`src/rtl/typ_out_pkg.sv`:
```
`default_nettype none
// typ_out_pkg: character codes, state/kind encodings and word-length default for the line-19 typewriter sequencer.
// Rev 1.0 -- initial release.
package typ_out_pkg;

  localparam int WORD_BITS_DFLT = 29;

  localparam logic [4:0] CH_SPACE = 5'h10;
  localparam logic [4:0] CH_MINUS = 5'h11;
  localparam logic [4:0] CH_CR    = 5'h12;

  typedef enum logic [2:0] {
    ST_IDLE  = 3'd0,
    ST_SYNC  = 3'd1,
    ST_SEND  = 3'd2,
    ST_CAPD  = 3'd3,
    ST_SHIFT = 3'd4,
    ST_CLR   = 3'd5
  } state_t;

  typedef enum logic [1:0] {
    K_SIGN  = 2'd0,
    K_DIGIT = 2'd1,
    K_CR    = 2'd2
  } kind_t;

  function automatic logic [4:0] digit_code(input logic [3:0] nib);
    return {1'b0, nib};
  endfunction

endpackage
`default_nettype wire

```
`src/rtl/typ_out_seq_bit_timer.sv`:
```
`default_nettype none
// typ_bit_timer: drum bit counter; reports the index of the bit being strobed and a word-start strobe.
// Rev 1.0 -- initial release.
module typ_bit_timer
  import typ_out_pkg::*;
#(
  parameter int WORD_BITS = WORD_BITS_DFLT
) (
  input  logic                         clk_i,
  input  logic                         rst_i,
  input  logic                         bit_en_i,
  input  logic                         t0_i,
  output logic                         word_start_o,
  output logic [$clog2(WORD_BITS)-1:0] bit_cnt_o
);

  localparam int BW = $clog2(WORD_BITS);
  localparam logic [BW-1:0] c_last = BW'(WORD_BITS - 1);

  logic [BW-1:0] cnt_q;
  logic [BW-1:0] cnt_d;

  // cnt_q holds the index of the last strobed bit, so cnt_d is the index of the current one
  always_comb begin
    if (t0_i)                 cnt_d = '0;
    else if (cnt_q == c_last) cnt_d = cnt_q;
    else                      cnt_d = cnt_q + 1'b1;
  end

  always_ff @(posedge clk_i) begin
    if (rst_i)         cnt_q <= '0;
    else if (bit_en_i) cnt_q <= cnt_d;
  end

  assign word_start_o = bit_en_i & t0_i;
  assign bit_cnt_o    = cnt_d;

endmodule
`default_nettype wire

```
`src/rtl/typ_out_seq.sv`:
```
`default_nettype none
// typ_out_seq: types each line-19 word as sign, hex digits and CR, driving TYPE1/2/3/READY toward mem_top.
// Rev 1.0 -- initial release. Option: TYP_ZERO_SUPPRESS_EN (leading-zero digits typed as SPACE).
module typ_out_seq
  import typ_out_pkg::*;
#(
  parameter int WORD_BITS = WORD_BITS_DFLT,
  parameter int DIGITS    = 7
) (
  input  logic       CLOCK,
  input  logic       rst,
  input  logic       BIT_EN,
  input  logic       T0,
  input  logic       M19,
  input  logic       OUT_GO,
  input  logic       CHAR_ACK,
  output logic [4:0] CHAR_CODE,
  output logic       CHAR_VALID,
  output logic       TYPE1,
  output logic       TYPE2,
  output logic       TYPE3,
  output logic       READY
);

  localparam int BW = $clog2(WORD_BITS);
  localparam logic [BW-1:0] c_nib_lsb = BW'(WORD_BITS - 4);
  localparam logic [BW-1:0] c_last    = BW'(WORD_BITS - 1);
  localparam logic [2:0]    c_digits  = 3'(DIGITS);

  state_t        state_q, state_d;
  kind_t         kind_q, kind_d;
  logic [4:0]    code_q, code_d;
  logic [3:0]    nib_q, nib_d;
  logic [2:0]    dcnt_q, dcnt_d;
  logic          arm_q, arm_d;
  logic          win_q, win_d;
  logic          w_ws;
  logic [BW-1:0] w_bit;
  logic          w_cap;
  logic          w_cap_last;
  logic [3:0]    w_nib;
  logic [4:0]    w_dcode;

  typ_bit_timer #(.WORD_BITS(WORD_BITS)) u_bit_timer (
    .clk_i        (CLOCK),
    .rst_i        (rst),
    .bit_en_i     (BIT_EN),
    .t0_i         (T0),
    .word_start_o (w_ws),
    .bit_cnt_o    (w_bit)
  );

  // arm_q marks that a word start has been seen in CAPD, so only a whole word is captured
  assign w_cap      = (state_q == ST_CAPD) && arm_q && BIT_EN && (w_bit >= c_nib_lsb);
  assign w_cap_last = w_cap && (w_bit == c_last);
  assign w_nib      = {M19, nib_q[3:1]};

`ifdef TYP_ZERO_SUPPRESS_EN
  logic nz_q, nz_d;

  always_comb begin
    nz_d = nz_q;
    if (state_q == ST_IDLE)                   nz_d = 1'b0;
    else if (w_cap_last && (w_nib != 4'd0))   nz_d = 1'b1;
  end

  always_ff @(posedge CLOCK) begin
    if (rst) nz_q <= 1'b0;
    else     nz_q <= nz_d;
  end

  assign w_dcode = ((w_nib == 4'd0) && !nz_q && ((dcnt_q + 3'd1) != c_digits)) ? CH_SPACE
                                                                                : digit_code(w_nib);
`else
  assign w_dcode = digit_code(w_nib);
`endif

  always_ff @(posedge CLOCK) begin
    if (rst) state_q <= ST_IDLE;
    else     state_q <= state_d;
  end

  always_comb begin
    state_d = state_q;
    case (state_q)
      ST_IDLE:  if (OUT_GO) state_d = ST_SYNC;
      ST_SYNC:  if (w_ws) state_d = ST_SEND;
      ST_SEND: begin
        if (CHAR_ACK) begin
          case (kind_q)
            K_SIGN:  state_d = ST_CAPD;
            K_DIGIT: state_d = (dcnt_q < c_digits) ? ST_SHIFT : ST_SEND;
            default: state_d = ST_CLR;
          endcase
        end
      end
      ST_CAPD:  if (w_cap_last) state_d = ST_SEND;
      ST_SHIFT: if (w_ws && win_q) state_d = ST_CAPD;
      ST_CLR:   if (w_ws && win_q) state_d = ST_IDLE;
      default:  state_d = ST_IDLE;
    endcase
  end

  always_comb begin
    CHAR_VALID = (state_q == ST_SEND);
    TYPE1      = (state_q != ST_IDLE);
    TYPE2      = (state_q == ST_SHIFT) && win_q;
    TYPE3      = (state_q == ST_CLR) && win_q;
    READY      = (state_q == ST_IDLE);
  end

  assign CHAR_CODE = code_q;

  always_comb begin
    kind_d = kind_q;
    code_d = code_q;
    nib_d  = nib_q;
    dcnt_d = dcnt_q;
    arm_d  = arm_q;
    win_d  = win_q;
    case (state_q)
      ST_IDLE: begin
        dcnt_d = '0;
        win_d  = 1'b0;
      end
      ST_SYNC: begin
        if (w_ws) begin
          code_d = M19 ? CH_MINUS : CH_SPACE;
          kind_d = K_SIGN;
        end
      end
      ST_SEND: begin
        if (CHAR_ACK) begin
          arm_d = 1'b0;
          if ((kind_q == K_DIGIT) && (dcnt_q >= c_digits)) begin
            code_d = CH_CR;
            kind_d = K_CR;
          end
        end
      end
      ST_CAPD: begin
        if (w_ws)  arm_d = 1'b1;
        if (w_cap) nib_d = w_nib;
        if (w_cap_last) begin
          code_d = w_dcode;
          dcnt_d = dcnt_q + 3'd1;
          kind_d = K_DIGIT;
        end
      end
      // The window opens on one word start and closes on the next; the closing T0 also arms capture
      ST_SHIFT: begin
        if (w_ws) begin
          win_d = !win_q;
          if (win_q) arm_d = 1'b1;
        end
      end
      ST_CLR: begin
        if (w_ws) begin
          win_d = !win_q;
          if (win_q) dcnt_d = '0;
        end
      end
      default: ;
    endcase
  end

  always_ff @(posedge CLOCK) begin
    if (rst) begin
      kind_q <= K_SIGN;
      code_q <= '0;
      nib_q  <= '0;
      dcnt_q <= '0;
      arm_q  <= 1'b0;
      win_q  <= 1'b0;
    end else begin
      kind_q <= kind_d;
      code_q <= code_d;
      nib_q  <= nib_d;
      dcnt_q <= dcnt_d;
      arm_q  <= arm_d;
      win_q  <= win_d;
    end
  end

endmodule
`default_nettype wire

```
`config.mk`:
```
export PLATFORM = sky130hd
export DESIGN_NAME = typ_out_seq
export DESIGN_NICKNAME = d
export VERILOG_FILES = /design/src/rtl/typ_out_pkg.sv /design/src/rtl/typ_out_seq_bit_timer.sv /design/src/rtl/typ_out_seq.sv
export SDC_FILE = /design/constraint.sdc
export NUM_CORES = 1
export LEC_CHECK = 0
export BUFFER_PORTS_ARGS = -buffer_cell sky130_fd_sc_hd__buf_2
export CORE_MARGIN = 2
export CORE_UTILIZATION = 45
export CTS_CLUSTER_SIZE = 10
export DETAILED_ROUTE_END_ITERATION = 10
export GPL_TIMING_DRIVEN = 1
export PLACE_DENSITY = 0.64
export SYNTH_ARGS = -nofsm -noshare
export SYNTH_HDL_FRONTEND = slang
export SYNTH_SLANG_ARGS = --single-unit
export TNS_END_PERCENT = 5
```
`constraint.sdc`:
```
create_clock -name CLOCK -period 3.8 [get_ports CLOCK]
set_input_delay 0.76 -clock CLOCK [delete_from_list [all_inputs] [get_ports CLOCK]]
set_output_delay 0.76 -clock CLOCK [all_outputs]
set_load 0.05 [all_outputs]
```
==> flow_metrics.env <==
export IMPL_status="finished clean"
export IMPL_cpPeakStageDelay_ps=580
export IMPL_crit_path_end="TYPE3"
export IMPL_gr_total_overflow=0
export IMPL_row_count=20
export IMPL_grt_max_degree=24
export IMPL_clk_pin_slew_worst_paths_ps=130
export IMPL_die_w_microns=61.6
export IMPL_gp_congestion=0.844
export IMPL_final_common_cell="dfxtp_1"
export IMPL_syn_area_sq_mm=0.00149
export IMPL_firstDrtPassIters=5
export IMPL_final_cell_mix="dfxtp_1 (23), nor2_1 (20), nand2_1 (16), buf_2 (16), a21oi_1 (13)"
export IMPL_maxSlewHeadroom_pct=63.3
export IMPL_critPathBufInv=1
export IMPL_rsz0062_at_grt="false"
export IMPL_grt_pass1_vias=1253
export IMPL_ys_ff_latch=23
export IMPL_rrSetupSlack_ps=1560
export IMPL_worst_slack_ps=1450
export IMPL_hold_viol=0
export IMPL_layout_drive_gt1_share_pct=15.8
export IMPL_clock_sinks=23
export IMPL_post_cts_resized=0
export IMPL_cp_top_family="flip-flops"
export IMPL_finalCritPeriodShare_pct=61.9
export IMPL_root_buffer="clkbuf_4"
export IMPL_antenna_cells=0
export IMPL_start_kind="register"
export IMPL_fin_tns_setup_ps=0
export IMPL_fillCellCount=336
export IMPL_finClkSkew_ps=5.54
export IMPL_yosysSeqAreaShare_pct=30.8
export IMPL_worstSetupPathType="reg -> out"
export IMPL_vias_per_cell=5.92
export IMPL_final_min_clock_period_ps=2350
export IMPL_cap_viol_max_count=0
export IMPL_crit_arrival_ps=1590
export IMPL_netlist_instances=186
export IMPL_area_growth_pct=5.95
export IMPL_place_ws_ps=1610
export IMPL_cts_tree="built"
export IMPL_hold_worst_slack_ps=487
export IMPL_post_cts_buffers=0
export IMPL_cts_hold_fix_buffers=0
export IMPL_cts_buffers=3
export IMPL_p_leak_nw=0.652
export IMPL_yosysWarnings=0
export IMPL_powerDensity_mw_per_mm2=361
export IMPL_fp_coreArea_sq_mm=0.00310
export IMPL_die_y_microns=61.6
export IMPL_worstSetupPathDepth=3
export IMPL_layout_nets=208
export IMPL_tightest_slew_ps=550
export IMPL_grt_pass1_wl_microns=5740
export IMPL_initial_core_util_pct=48.1
export IMPL_holdCritPathClass="reg -> reg"
export IMPL_antenna_left=0
export IMPL_endpoint_kind="primary output"
export IMPL_place_inst=236
export IMPL_wl_microns=3490
export IMPL_synth_avg_cell_area_sq_um=8.03
export IMPL_ys_types=50
export IMPL_setup_viol=0
export IMPL_rr_worst_depth=6
export IMPL_drt_initial_drc_count=69
export IMPL_cp_data_required_time_ps=3040
export IMPL_clock_path_buffers=2
export IMPL_startpoint="state_q[0]"
export IMPL_finalNonFillerCells=240
export IMPL_io_pins=17
export IMPL_syn_nets=197
export IMPL_wire_per_inst_microns=14.6
export IMPL_fmax_mhz=425
export IMPL_vias=1420
export IMPL_grt_usage_pct=20.3
export IMPL_drc=0
export IMPL_vdd_ir_drop_max_mv=0.142
export IMPL_final_max_slew_viol_count=0
export IMPL_port_buffers=16
export IMPL_dp_hpwl_microns=2650
export IMPL_multiInputGateArea_sq_um=935
export IMPL_grt_antenna_before_repair=0
export IMPL_seqCellArea_sq_um=460
export IMPL_utilization_pct=51.0
export IMPL_cp_cell_sequence="nor2b_1, and3_1, buf_2"
export IMPL_r2r_start="u_bit_timer.cnt_q[0]"
export IMPL_dieArea_sq_mm=0.00380
export IMPL_path_max_fanout=12
export IMPL_timing_rr_end="CHAR_CODE[0]"
export IMPL_clk_latency_ps=320
export IMPL_slowest_stage="dfxtp_1"
export IMPL_htree_levels=1
==> worst min-delay path by stage <==
stage	from	to	slack [ps]	depth (start not counted)
after global routing	nib_q[2]	nib_q[1]	510	2
final	CHAR_CODE[1]	CHAR_CODE[1]	490	2
after detailed placement	CHAR_CODE[1]	CHAR_CODE[1]	480	2
after global placement	CHAR_CODE[1]	CHAR_CODE[1]	460	2
after floorplan	nib_q[2]	nib_q[1]	450	2
after CTS	nib_q[2]	nib_q[1]	490	2
==> worst register-to-register path, stage by stage, from the launching register on <==
cell,delay (ps)
dfxtp_1,490
ha_1,360
a31oi_1,140
a311oi_2,430
and4_4,340
a21boi_4,80
mux2_4,300
==> logic make-up (layout without fill, tap and decap cells) <==
family / count (synthesis) / count (layout) / synth area share (%)
DFF: 23 / 23 / 30.8
and+or+nand+nor: 85 / 85 / 30.8
AOI/OAI and AO/OA: 52 / 52 / 24.5
muxes: 5 / 5 / 3.85
buffers and inverters: 17 / 27 / 6.62
adders and majority gates: 4 / 4 / 3.35
==> layer usage <==
layer / routed length (microns) / track usage (%) / part of all wire [%] / up-vias
li1: - / - / - / 710
met1: 1610 / 28.3 / 46 / 669
met2: 1690 / 32.3 / 48 / 37
met3: 172 / 3.57 / 4.9 / 4
met4: 29 / 5.47 / 0.83 / 0
met5: 0 / 0 / 0 / -
==> flip-flops by register name, indices dropped and copies added (netlist names) <==
| signal | cells |
|---|---|
| state_q | 3 |
| dcnt_q | 3 |
| arm_q | 1 |
| nib_q | 3 |
| CHAR_CODE | 5 |
| u_bit_timer.cnt_q | 5 |
| kind_q | 2 |
| win_q | 1 |
==> stage by stage <==
stage | power, W | cell area (sq um)
2_1_floorplan | 0.000420 | 1490
3_3_place_gp | 0.000455 | 1560
3_5_place_dp | 0.000458 | 1560
4_1_cts | 0.000575 | 1580
5_1_grt | 0.000606 | 1580
6_report | 0.000571 | 1580
==> where the power goes <==
group          internal [W]  leakage [nW]  switching [W]
clock             0.0000411        0.0150      0.0000756
combinational     0.0000532         0.451       0.000125
sequential         0.000252         0.186      0.0000246
==> cell type report <==
type / count / share of cell area, %
clock buffer: 4 / 1.66
timing repair buffer: 16 / 5.06
multi-input combinational: 146 / 59.1
sequential: 23 / 29.1
inverter: 7 / 1.66
tap: 44 / 3.48
==> synth_stat cells (all sizes together) <==
| master | instances | area (sq um) |
|---|---|---|
| and3 | 9 | 56.3 |
| nand2 | 16 | 60.1 |
| a211oi | 1 | 7.51 |
| nor2 | 20 | 75.1 |
| a221oi | 1 | 8.76 |
| or3 | 1 | 6.26 |
| nor3 | 7 | 46.3 |
| and2 | 2 | 12.5 |
| nand4 | 3 | 25.0 |
| o2bb2ai | 1 | 8.76 |
| and4 | 3 | 30.0 |
| a311oi | 1 | 15.0 |
| o2111ai | 4 | 35.0 |
| a21o | 1 | 8.76 |
| o211ai | 1 | 7.51 |
| and2b | 1 | 7.51 |
| nand3 | 8 | 40.0 |
| ha | 4 | 50.1 |
| a32o | 3 | 31.3 |
| inv | 7 | 26.3 |
| nor2b | 7 | 46.3 |
| buf | 5 | 43.8 |
| o311a | 1 | 10.0 |
| nor4b | 1 | 8.76 |
| o211a | 1 | 10.0 |
| o21a | 2 | 15.0 |
| nand3b | 2 | 15.0 |
| a31oi | 4 | 25.0 |
| o22ai | 1 | 6.26 |
| a21boi | 2 | 26.3 |
| dfxtp | 23 | 460 |
| o21ai | 12 | 60.1 |
| nand2b | 4 | 25.0 |
| a21oi | 13 | 65.1 |
| a41oi | 2 | 17.5 |
| mux2 | 3 | 37.5 |
| a2bb2oi | 1 | 8.76 |
| clkbuf | 5 | 28.8 |
| mux2i | 2 | 20.0 |
| or2 | 1 | 6.26 |
Power figures use the tool's default switching activity.
